`config.mk`:
```
export PLATFORM = sky130hd
export DESIGN_NAME = bin2bcd_seq_ctrl_flat
export DESIGN_NICKNAME = d
export VERILOG_FILES = /design/src/rtl/bin2bcd_pkg.sv /design/src/rtl/bin2bcd_seq_ctrl_if.sv /design/src/rtl/bin2bcd_seq_ctrl_add3.sv /design/src/rtl/bin2bcd_seq_ctrl.sv /design/src/flat_wrapper.sv
export SDC_FILE = /design/constraint.sdc
export NUM_CORES = 1
export LEC_CHECK = 0
export ABC_AREA = 1
export BUFFER_PORTS_ARGS = -buffer_cell sky130_fd_sc_hd__buf_4
export CAP_MARGIN = 40
export CORE_UTILIZATION = 50
export DETAILED_ROUTE_END_ITERATION = 8
export GPL_ROUTABILITY_DRIVEN = 0
export PLACE_DENSITY = 0.71
export REMOVE_ABC_BUFFERS = 1
export SLEW_MARGIN = 10
export SYNTH_ARGS = -nofsm -noshare
export SYNTH_HDL_FRONTEND = slang
export SYNTH_SLANG_ARGS = --single-unit
```
`constraint.sdc`:
```
create_clock -name clk -period 1.8 [get_ports clk]
set_clock_uncertainty 0.05 [all_clocks]
set_input_delay 0.18 -clock clk [delete_from_list [all_inputs] [get_ports clk]]
set_output_delay 0.18 -clock clk [all_outputs]
set_load 0.02 [all_outputs]
```
`src/rtl/bin2bcd_pkg.sv`:
```
// rtl/bin2bcd_pkg.sv - shared constants, state encoding and counter sizing for the BCD converter
package bin2bcd_pkg;

  localparam int DIGIT_W = 4;

  typedef enum logic {
    IDLE  = 1'b0,
    SHIFT = 1'b1
  } state_t;

  // Counter must hold N_BITS itself, not just N_BITS-1.
  function automatic int cnt_width(input int n_bits);
    return $clog2(n_bits + 1);
  endfunction

  localparam int N_BITS_DEF = 8;
  localparam int CNT_W      = cnt_width(N_BITS_DEF);

endpackage

```
`src/rtl/bin2bcd_seq_ctrl_if.sv`:
```
// rtl/bin2bcd_seq_ctrl_if.sv - start/busy/done handshake and operand/result bus of the BCD converter
interface bin2bcd_seq_ctrl_if
  import bin2bcd_pkg::*;
#(
  parameter int N_BITS   = 8,
  parameter int N_DIGITS = 3
);

  logic                          start;
  logic [N_BITS-1:0]             bin_in;
  logic                          busy;
  logic                          done;
  logic [DIGIT_W*N_DIGITS-1:0]   bcd_out;

  modport master (
    output start, bin_in,
    input  busy, done, bcd_out
  );

  modport slave (
    input  start, bin_in,
    output busy, done, bcd_out
  );

endinterface

```
`src/rtl/bin2bcd_seq_ctrl_add3.sv`:
```
// rtl/bin2bcd_seq_ctrl_add3.sv - double-dabble digit correction cell (+3 when digit >= 5)
module Add3_if_gte5
  import bin2bcd_pkg::*;
(
  input  logic [DIGIT_W-1:0] i_digit,
  output logic [DIGIT_W-1:0] o_digit
);

  // Inputs never exceed 9, so the 4-bit sum never wraps.
  assign o_digit = (i_digit >= DIGIT_W'(5)) ? i_digit + DIGIT_W'(3) : i_digit;

endmodule

```
`src/rtl/bin2bcd_seq_ctrl.sv`:
```
// rtl/bin2bcd_seq_ctrl.sv - sequential double-dabble binary-to-BCD converter, one bit per clock
module bin2bcd_seq_ctrl
  import bin2bcd_pkg::*;
#(
  parameter int N_BITS   = 8,
  parameter int N_DIGITS = 3
)(
  input  logic               clk,
  input  logic               rst,
  bin2bcd_seq_ctrl_if.slave  bus
);

  localparam int C_W   = cnt_width(N_BITS);
  localparam int BCD_W = DIGIT_W * N_DIGITS;

  if (10**N_DIGITS <= 2**N_BITS - 1) begin : g_param_err
    $error("bin2bcd_seq_ctrl: N_DIGITS too small for N_BITS");
  end

  state_t              r_state;
  state_t              w_state_nxt;
  logic [C_W-1:0]      r_cnt;
  logic [N_BITS-1:0]   r_bin_sr;
  logic [BCD_W-1:0]    r_bcd_sr;
  logic [BCD_W-1:0]    r_bcd_out;
  logic                r_busy;
  logic                r_done;

  logic                w_accept;
  logic                w_last;
  logic [BCD_W-1:0]    w_bcd_adj;
  logic [BCD_W+N_BITS-1:0] w_shl;
  logic [BCD_W-1:0]    w_bcd_nxt;
  logic [N_BITS-1:0]   w_bin_nxt;

  for (genvar k = 0; k < N_DIGITS; k++) begin : g_digit
    Add3_if_gte5 u_add3 (
      .i_digit (r_bcd_sr[DIGIT_W*k +: DIGIT_W]),
      .o_digit (w_bcd_adj[DIGIT_W*k +: DIGIT_W])
    );
  end

  // The bit shifted out of the top digit is always 0 for legal parameters.
  assign w_shl     = {w_bcd_adj, r_bin_sr} << 1;
  assign w_bcd_nxt = w_shl[BCD_W+N_BITS-1:N_BITS];
  assign w_bin_nxt = w_shl[N_BITS-1:0];

  always_comb begin
    w_state_nxt = r_state;
    w_accept    = 1'b0;
    w_last      = 1'b0;
    case (r_state)
      IDLE: begin
        if (bus.start) begin
          w_accept    = 1'b1;
          w_state_nxt = SHIFT;
        end
      end
      SHIFT: begin
        if (r_cnt == C_W'(1)) begin
          w_last      = 1'b1;
          w_state_nxt = IDLE;
        end
      end
      default: w_state_nxt = IDLE;
    endcase
  end

  always_ff @(posedge clk or posedge rst) begin
    if (rst) begin
      r_state   <= IDLE;
      r_cnt     <= '0;
      r_bin_sr  <= '0;
      r_bcd_sr  <= '0;
      r_bcd_out <= '0;
      r_busy    <= 1'b0;
      r_done    <= 1'b0;
    end else begin
      r_state <= w_state_nxt;
      r_done  <= w_last;
      if (w_accept) begin
        r_bin_sr <= bus.bin_in;
        r_bcd_sr <= '0;
        r_cnt    <= C_W'(N_BITS);
        r_busy   <= 1'b1;
      end else if (r_state == SHIFT) begin
        r_bin_sr <= w_bin_nxt;
        r_bcd_sr <= w_bcd_nxt;
        r_cnt    <= r_cnt - C_W'(1);
        if (w_last) begin
          r_busy    <= 1'b0;
          r_bcd_out <= w_bcd_nxt;
        end
      end
    end
  end

  assign bus.busy    = r_busy;
  assign bus.done    = r_done;
  assign bus.bcd_out = r_bcd_out;

endmodule

```
`src/flat_wrapper.sv`:
```
// flat-port wrapper written by rule: the top's interface ports become plain ports
module bin2bcd_seq_ctrl_flat import bin2bcd_pkg::*;
#(
  parameter int N_BITS   = 8,
  parameter int N_DIGITS = 3
)
  (clk, rst, bus_start, bus_bin_in, bus_busy, bus_done, bus_bcd_out);
  bin2bcd_seq_ctrl_if #(.N_BITS(N_BITS), .N_DIGITS(N_DIGITS)) bus_i ();
  input  logic clk;
  input  logic rst;
  input wire logic [$bits(bus_i.start)-1:0] bus_start;
  input wire logic [$bits(bus_i.bin_in)-1:0] bus_bin_in;
  output wire logic [$bits(bus_i.busy)-1:0] bus_busy;
  output wire logic [$bits(bus_i.done)-1:0] bus_done;
  output wire logic [$bits(bus_i.bcd_out)-1:0] bus_bcd_out;
  assign bus_i.start = bus_start;
  assign bus_i.bin_in = bus_bin_in;
  assign bus_busy = bus_i.busy;
  assign bus_done = bus_i.done;
  assign bus_bcd_out = bus_i.bcd_out;
  bin2bcd_seq_ctrl #(.N_BITS(N_BITS), .N_DIGITS(N_DIGITS)) u_core (.clk(clk), .rst(rst), .bus(bus_i));
endmodule
```
# Yosys cells after proc, flatten, opt, wreduce, memory -nomap -nowiden
# Index checks and enable logic that the tools add are counted.
# word_totals
ff_bits	39
input_bits	11
output_inout_bits	14
wordCells	39
# classes
n_addsub	4
magnitude_cmp	3
n_eq_ne	1
n_mux	18
bitwise	2
reduce_logical	4
# ops
operator	count
two-way mux 12 bit	2
two-way mux 4 bit	4
two-way mux 8 bit	2
>= comparator 4 x 3 -> 1 bit (second input constant)	3
adder 4 x 2 -> 4 bit (second input constant)	2
two-way mux 1 bit	8
equality test 4 x 1 -> 1 bit (second input constant)	1
nonzero test 2 bit	2
subtractor 4 x 1 -> 4 bit (second input constant)	1
adder 3 x 2 -> 3 bit (second input constant)	1
two-way mux 3 bit	1
AND reduction 3 bit	1
NOT 1 bit	2
case mux 1 bit (2 select lines)	1
AND reduction 2 bit	1

# Logic depth before layout (Yosys ltp)
# Gate-level depths: netlist of run 1.
# depth
ltp_word	6
depth_mapped	8
ltp_nobuf	8

# Modules after synthesis
# A second synthesis of run 1 with hierarchy kept.
# hier_totals
hier_cells	241
hier_area_um2	2072.0
# by_module_without_submodules
module	n_inst	cells_each	area_each_um2	seq_area_each_um2
bin2bcd_seq_ctrl	1	172	1666.6	975.9
Add3_if_gte5	3	23	135.1	0.0

# Worst setup path before layout of run 1
# Ideal clock, no wire load.
# synth_path
path_kind	reg2reg
start	register u_core.r_bcd_sr[4]
end	register u_core.r_bcd_out[5], in the netlist u_core.bus.bcd_out[5]
setup_time_ns	0.118
arrival_ns	1.062
required_ns	1.632
slack_ns	0.570
path_stages_with_launch	9
path_buffers	0
synth_period_minus_slack_ns	1.230
cell_sequence	dfrtp_1 > inv_1 > ha_1 > inv_1 > nand2_1 > nand3_1 > nand2_1 > nand3_1 > nand2_1
# synth_via
elab_chain_cells	2
elab_cells_between_ends	3
cone_classes	add/sub: 1; order compare: 1; mux: 1
# synth_rtl
item	line	rtl
start, declared	bin2bcd_seq_ctrl.sv:24	logic [BCD_W-1:0] r_bcd_sr;
start signal, assigned	bin2bcd_seq_ctrl.sv:88	r_bcd_sr <= w_bcd_nxt;
adder 4 x 2 -> 4 bit / >= comparator 4 x 3 -> 1 bit (equally long branches)	bin2bcd_seq_ctrl_add3.sv:10	assign o_digit = (i_digit >= DIGIT_W'(5)) ? i_digit + DIGIT_W'(3) : i_digit;
two-way mux 4 bit (*)	bin2bcd_seq_ctrl_add3.sv:10	
end signal, assigned	bin2bcd_seq_ctrl.sv:92	r_bcd_out <= w_bcd_nxt;
end, declared	bin2bcd_seq_ctrl.sv:25	logic [BCD_W-1:0] r_bcd_out;
# Mark *: on every way between the ends. The rest lies on a longest branch, timed or not.
# A chain may end at the register's enable or synchronous reset.

# Worst setup path after layout of run 1
# layout_path
start	register u_core.r_state
end	register u_core.r_bin_sr[3]
# layout_via
elab_chain_cells	2
elab_cells_between_ends	3
cone_classes	mux: 2; reduce/logical: 1
# layout_rtl
item	line	rtl
start, declared	bin2bcd_seq_ctrl.sv:20	state_t r_state;
start signal, assigned	bin2bcd_seq_ctrl.sv:79	r_state <= w_state_nxt;
two-way mux 1 bit	bin2bcd_seq_ctrl.sv:52	case (r_state)
two-way mux 8 bit / nonzero test 2 bit (equally long branches)	-	
end signal, assigned	bin2bcd_seq_ctrl.sv:82	r_bin_sr <= bus.bin_in;
end signal, assigned	bin2bcd_seq_ctrl.sv:87	r_bin_sr <= w_bin_nxt;
end, declared	bin2bcd_seq_ctrl.sv:23	logic [N_BITS-1:0] r_bin_sr;
# Several ways; a longest one is shown, not always the timed one.

==> results of run 1 <==
[synthesized netlist by cell type (all sizes together)]
library cell	instances
nand2	67
dfrtp	39
inv	27
nand3	22
o21ai	15
ha	8
nand4	7
nor2	7
buf	5
o221ai	5
o22ai	5
o211ai	2
a21oi	1
clkinv	1
[what timing repair did]
action,CTS,global route
hold buffers,1,0
resized for setup,0,0
endpoints found under the hold margin,39,0
[critical path: stages, from the launching register on]
cell and delay, ps:
dfrtp_1 610, inv_4 150, nand2_4 200, inv_2 130, nand2_1 80, o211ai_1 70
[cell usage in the layout, fill, tap and decap left out]
cell / instances
clkinv_2: 2
buf_4: 26
inv_4: 1
nor2_1: 5
nand3_1: 21
dfrtp_1: 39
clkinv_4: 1
inv_1: 24
nand3_4: 1
o221ai_1: 5
a21oi_1: 1
o21ai_0: 11
nand2_1: 66
dlygate4sd3_1: 1
o21ai_1: 3
nor2_4: 1
inv_2: 2
ha_1: 8
nor2_2: 1
nand4_1: 7
o21ai_2: 1
o211ai_2: 1
nand2_4: 1
o211ai_1: 1
o22ai_1: 5
clkbuf_8: 5
bufinv_16: 1
[registers in the layout, indices dropped and copies added (netlist names)]
signal and count:
u_core.bus.busy 1, u_core.r_cnt 4, u_core.r_state 1, u_core.bus.done 1
u_core.bus.bcd_out 12, u_core.r_bin_sr 8, u_core.r_bcd_sr 12
[worst max path at each step]
stage | from | end | slack, ps
finish | u_core.r_state | u_core.r_bin_sr[3] | 390
global route | u_core.r_bcd_sr[0] | u_core.bus.bcd_out[2] | 230
CTS | u_core.r_cnt[1] | u_core.bus.bcd_out[2] | 380
detailed placement | u_core.r_state | u_core.r_bin_sr[3] | 400
global placement | u_core.r_cnt[1] | u_core.bus.bcd_out[10] | 430
floorplan | u_core.r_state | u_core.r_bin_sr[3] | 480
[kinds of logic after synthesis]
family | synth area share (%)
simple gates | 24.7
flops | 52.1
buf+inv | 8.29
compound gates | 9.56
fa+ha+maj | 5.35
[where the power goes]
part	switching, mW	total [mW]	internal, mW
Clock	0.306	0.718	0.412
Combinational	1.22	1.97	0.742
Sequential	0.276	1.57	1.29
[layer usage]
layer / global-route usage, % / routed length [microns] / up-vias
li1: - / - / 752
met1: 24.3 / 1630 / 655
met2: 32.4 / 1580 / 34
met3: 5.07 / 117 / 8
met4: 12.2 / 91 / 0
met5: 0 / 0 / -
[metrics by stage]
step / hold slack [ps] / cell area [sq um]
after floorplan: 257 / 1830
after global placement: 283 / 2080
after detailed placement: 279 / 2080
after CTS: 37.8 / 2200
after global routing: 46.0 / 2200
final: 45.7 / 2200
[cell type report]
cell class | count | area, sq um | area share [%]
clock buffer | 5 | 68.8 | 3.13
tap | 46 | 57.6 | 2.62
inverter | 28 | 109 | 4.95
sequential | 39 | 976 | 44.3
multi-input combinational | 139 | 741 | 33.7
clock inverter | 3 | 43.8 | 1.99
timing repair buffer | 27 | 205 | 9.32
==> impl_metrics.env, run 1 <==
export IMPL_core_area_sq_um=3470
export IMPL_ys_seq_area_share_pct=52.1
export IMPL_grt_pass1_wl_mm=6.04
export IMPL_min_period_ps=1410
export IMPL_wire_per_inst_microns=11.9
export IMPL_drive_gt1_share_pct=18.3
export IMPL_port_buffers=24
export IMPL_fp_dieW_microns=63.2
export IMPL_setup_viol=0
export IMPL_drt_pass1_iterations=5
export IMPL_cts_sinks=39
export IMPL_cts_inserted_buffers=5
export IMPL_r2r_setup_slack_ps=390
export IMPL_syn_inst=211
export IMPL_dp_cells=278
export IMPL_area_growth_pct=17.6
export IMPL_maxSlewViolCount=0
export IMPL_clk_pin_slew_worst_paths_ps=70
export IMPL_synth_warnings=0
export IMPL_cts_setup_buffers=0
export IMPL_endpoint_kind="flop"
export IMPL_timing_rr_start="u_core.r_state"
export IMPL_root_buffer="clkbuf_8"
export IMPL_ir_drop_v=0.00137
export IMPL_finalCritPeriodShare_pct=78.1
export IMPL_syn_area_sq_um=1870
export IMPL_cp_max_fo=14
export IMPL_fmax_mhz=711
export IMPL_clk_latency_ps=290
export IMPL_reg2reg_to="u_core.r_bin_sr[3]"
export IMPL_start_util_pct=54.0
export IMPL_yosys_register_bits=39
export IMPL_fin_ws_ps=394
export IMPL_htree_levels=2
export IMPL_num_io_pins=25
export IMPL_drt_iter0_markers=94
export IMPL_wl_mm=3.41
export IMPL_max_cap_violations=0
export IMPL_tightestPinTransition_ps=472
export IMPL_synth_area_leaders="dfrtp_1 (52%), nand2_1 (13%), nand3_1 (5.6%)"
export IMPL_min_path_type="input pin to flop"
export IMPL_synth_top_cell_area_share_pct=52.1
export IMPL_antenna_found_initial=0
export IMPL_slew_headroom_pct=68.5
export IMPL_std_cell_rows=21
export IMPL_clockBufferDepth=2
export IMPL_grt_max_degree=40
export IMPL_cp_arrival_ps=1530
export IMPL_fillCellCount=318
export IMPL_final_cells=287
export IMPL_reg2regPathDepth=5
export IMPL_hold_end="u_core.r_bin_sr[2]"
export IMPL_min_from="bus_bin_in[2]"
export IMPL_drtAntennaViolNets=0
export IMPL_grt_ovfl_total=0
export IMPL_cp_start_kind="flop"
export IMPL_hold_viol=0
export IMPL_vias=1449
export IMPL_route_detailed_drc=0
export IMPL_yosys_cell_types_count=25
export IMPL_avgSynthCellArea_sq_um=8.87
export IMPL_rsz0062_at_grt="no"
export IMPL_final_core_util_pct=63.5
export IMPL_power_density_nw_per_um2=1930
export IMPL_cts_tree="yes"
export IMPL_viasPerCell=5.05
export IMPL_hold_depth=3
export IMPL_power_leakage_nw=1.14
export IMPL_yosysTopAreaCell="dfrtp_1"
export IMPL_die_y_microns=63.2
export IMPL_crit_type="flop to flop"
export IMPL_die_area_sq_um=3990
export IMPL_grtUsageTotal_pct=20.2
export IMPL_dp_slack_ps=399
export IMPL_final_nets=259
export IMPL_antennaDiodeCount=0
export IMPL_worstPathRequired_ps=1920
export IMPL_place_hpwl_mm=2.40
export IMPL_status="finished clean"
export IMPL_setup_tns_final_ps=0
export IMPL_grt_pass1_vias=1364
export IMPL_power_mw=4.25
No activity file was read; power rests on OpenSTA's default activity.
==> run 2, diff against run 1 <==
==> constraint.sdc (replaced) <==
create_clock -name clk -period 1.31 [get_ports clk]
set_clock_uncertainty 0.05 [all_clocks]
set_input_delay 0.131 -clock clk [delete_from_list [all_inputs] [get_ports clk]]
set_output_delay 0.131 -clock clk [all_outputs]
set_load 0.02 [all_outputs]
==> impl_metrics.env, run 2 (synthesis gave the netlist of run 1 again) <==
export IMPL_endpoint_kind="flop"
export IMPL_grt_max_degree=40
export IMPL_cts_sinks=39
export IMPL_fillCellCount=267
export IMPL_worstPathRequired_ps=1460
export IMPL_antenna_found_initial=0
export IMPL_ir_drop_v=0.00139
export IMPL_die_y_microns=63.2
export IMPL_cp_top_family="flip-flops"
export IMPL_r2r_setup_slack_ps=40
export IMPL_slowest_stage="dfrtp_1"
export IMPL_final_common_cell="nand2_1"
export IMPL_port_buffers=24
export IMPL_setup_viol=0
export IMPL_num_io_pins=25
export IMPL_cts_tree="yes"
export IMPL_cp_cell_sequence="inv_2, ha_4, inv_1, nand2_2, nand4_1, nand3_1, nand2_1"
export IMPL_hold_depth=3
export IMPL_grtUsageTotal_pct=21.7
export IMPL_clk_pin_slew_worst_paths_ps=90
export IMPL_viasPerCell=5.04
export IMPL_drt_pass1_iterations=4
export IMPL_tightestPinTransition_ps=261
export IMPL_seq_power_share_pct=33.3
export IMPL_core_area_sq_um=3470
export IMPL_path_buf_inv=2
export IMPL_die_area_sq_um=3990
export IMPL_area_growth_pct=33.3
export IMPL_place_area_sq_um=2170
export IMPL_cp_arrival_ps=1420
export IMPL_grt_pass1_wl_mm=6.54
export IMPL_final_cell_area_sq_um=2490
export IMPL_power_density_nw_per_um2=2640
export IMPL_finalCritPeriodShare_pct=97.0
export IMPL_route_detailed_drc=0
export IMPL_power_leakage_nw=1.26
export IMPL_fp_dieW_microns=63.2
export IMPL_final_core_util_pct=71.9
export IMPL_maxSlewViolCount=0
export IMPL_vias=1568
export IMPL_max_cap_violations=0
export IMPL_hold_end="u_core.r_bin_sr[3]"
export IMPL_fmax_mhz=787
export IMPL_root_buffer="clkbuf_8"
export IMPL_swShare_pct=42.4
export IMPL_intPower_mw=3.79
export IMPL_layout_common_cells="nand2_1 (58), buf_4 (42), dfrtp_1 (38), inv_1 (19), nand3_1 (18)"
export IMPL_timing_rr_start="u_core.r_bcd_sr[4]"
export IMPL_crit_type="flop to flop"
export IMPL_cp_max_fo=4
export IMPL_final_nets=283
export IMPL_wire_per_inst_microns=13.0
export IMPL_cts_inserted_buffers=5
export IMPL_std_cell_rows=21
export IMPL_cp_start_kind="flop"
export IMPL_reg2regPathDepth=7
export IMPL_drt_iter0_markers=79
export IMPL_grt_pass1_vias=1486
export IMPL_slew_headroom_pct=82.4
export IMPL_antennaDiodeCount=0
export IMPL_start_util_pct=54.0
export IMPL_wl_mm=4.05
export IMPL_reg2reg_to="u_core.bus.bcd_out[5]"
export IMPL_hold_slack_ps=25.4
export IMPL_min_period_ps=1270
export IMPL_setup_tns_final_ps=0
export IMPL_htree_levels=2
export IMPL_switching_power_mw=2.79
export IMPL_drtAntennaViolNets=0
export IMPL_pwr_share_clk_pct=15.2
export IMPL_clockBufferDepth=2
export IMPL_hold_viol=0
export IMPL_status="finished clean"
export IMPL_grt_ovfl_total=0
export IMPL_cp_slowest_stage_delay_ps=430
export IMPL_min_path_type="input pin to flop"
export IMPL_rsz0062_at_grt="yes"
export IMPL_place_hpwl_mm=2.48
export IMPL_comb_power_share_pct=51.5
export IMPL_clk_latency_ps=300
export IMPL_min_from="bus_bin_in[3]"
export IMPL_drive_gt1_share_pct=30.6
export IMPL_power_mw=6.58
run 2: final cells by class:
| cell class | instances | area (sq um) | area share, % |
|---|---|---|---|
| clock inverters | 3 | 43.8 | 1.76 |
| flip-flops and latches | 39 | 977 | 39.2 |
| inverters | 28 | 109 | 4.36 |
| well taps | 46 | 57.6 | 2.31 |
| multi-input cells | 139 | 823 | 33.0 |
| repair buffers | 51 | 415 | 16.6 |
| clock buffers | 5 | 68.8 | 2.76 |
run 2: per-layer routing:
metal  vias to the layer above  GRT usage (%)  routed length [microns]  part of all wire (%)
met5                         -              0                        0                     0
met4                         0           9.38                       61                   1.5
met3                         6           6.16                      147                   3.6
met2                        26           34.9                     1880                    47
met1                       735           27.3                     1960                    48
li1                        801              -                        -                     -
run 2: power groups by stage:
stage,logic (mW),clock network (mW),registers (mW)
after global routing,3.79,1.07,2.25
final,3.39,1.00,2.19
after detailed placement,2.88,0,2.17
after global placement,2.83,0,2.15
after floorplan,1.67,0,2.36
after CTS,2.98,1.02,2.15
run 2: worst min-delay path: cells and delay by family:
kind | cells | cell delay (ps)
buffers and inverters | 1 | 80
AND/OR/NAND/NOR | 1 | 50
AO/OA/AOI/OAI | 1 | 80
run 2: worst max path at each step:
stage	from	to	cells past startpoint
CTS	u_core.r_bcd_sr[8]	u_core.bus.bcd_out[10]	8
finish	u_core.r_bcd_sr[4]	u_core.bus.bcd_out[5]	7
floorplan	u_core.r_state	u_core.r_bin_sr[3]	5
global placement	u_core.r_bcd_sr[0]	u_core.bus.bcd_out[2]	8
detailed placement	u_core.r_bcd_sr[4]	u_core.bus.bcd_out[6]	8
global route	u_core.r_bcd_sr[5]	u_core.r_bcd_sr[6]	7
run 2: timing repair:
| action | in CTS | in global routing |
|---|---|---|
| hold buffers | 8 | 0 |
| pin swaps | 0 | 9 |
| resized for setup | 3 | 24 |
| endpoints found under the hold margin | 46 | 0 |
| setup buffers | 2 | 5 |
| endpoints found under the setup margin | 10 | 24 |
run 2: per-stage QoR:
| stage | instances | setup slack [ps] |
|---|---|---|
| after floorplan | 206 | -10.3 |
| after global placement | 288 | 28.6 |
| after detailed placement | 288 | -41.1 |
| final | 311 | 38.7 |
| after CTS | 306 | 3.88 |
| after global routing | 311 | -38.9 |
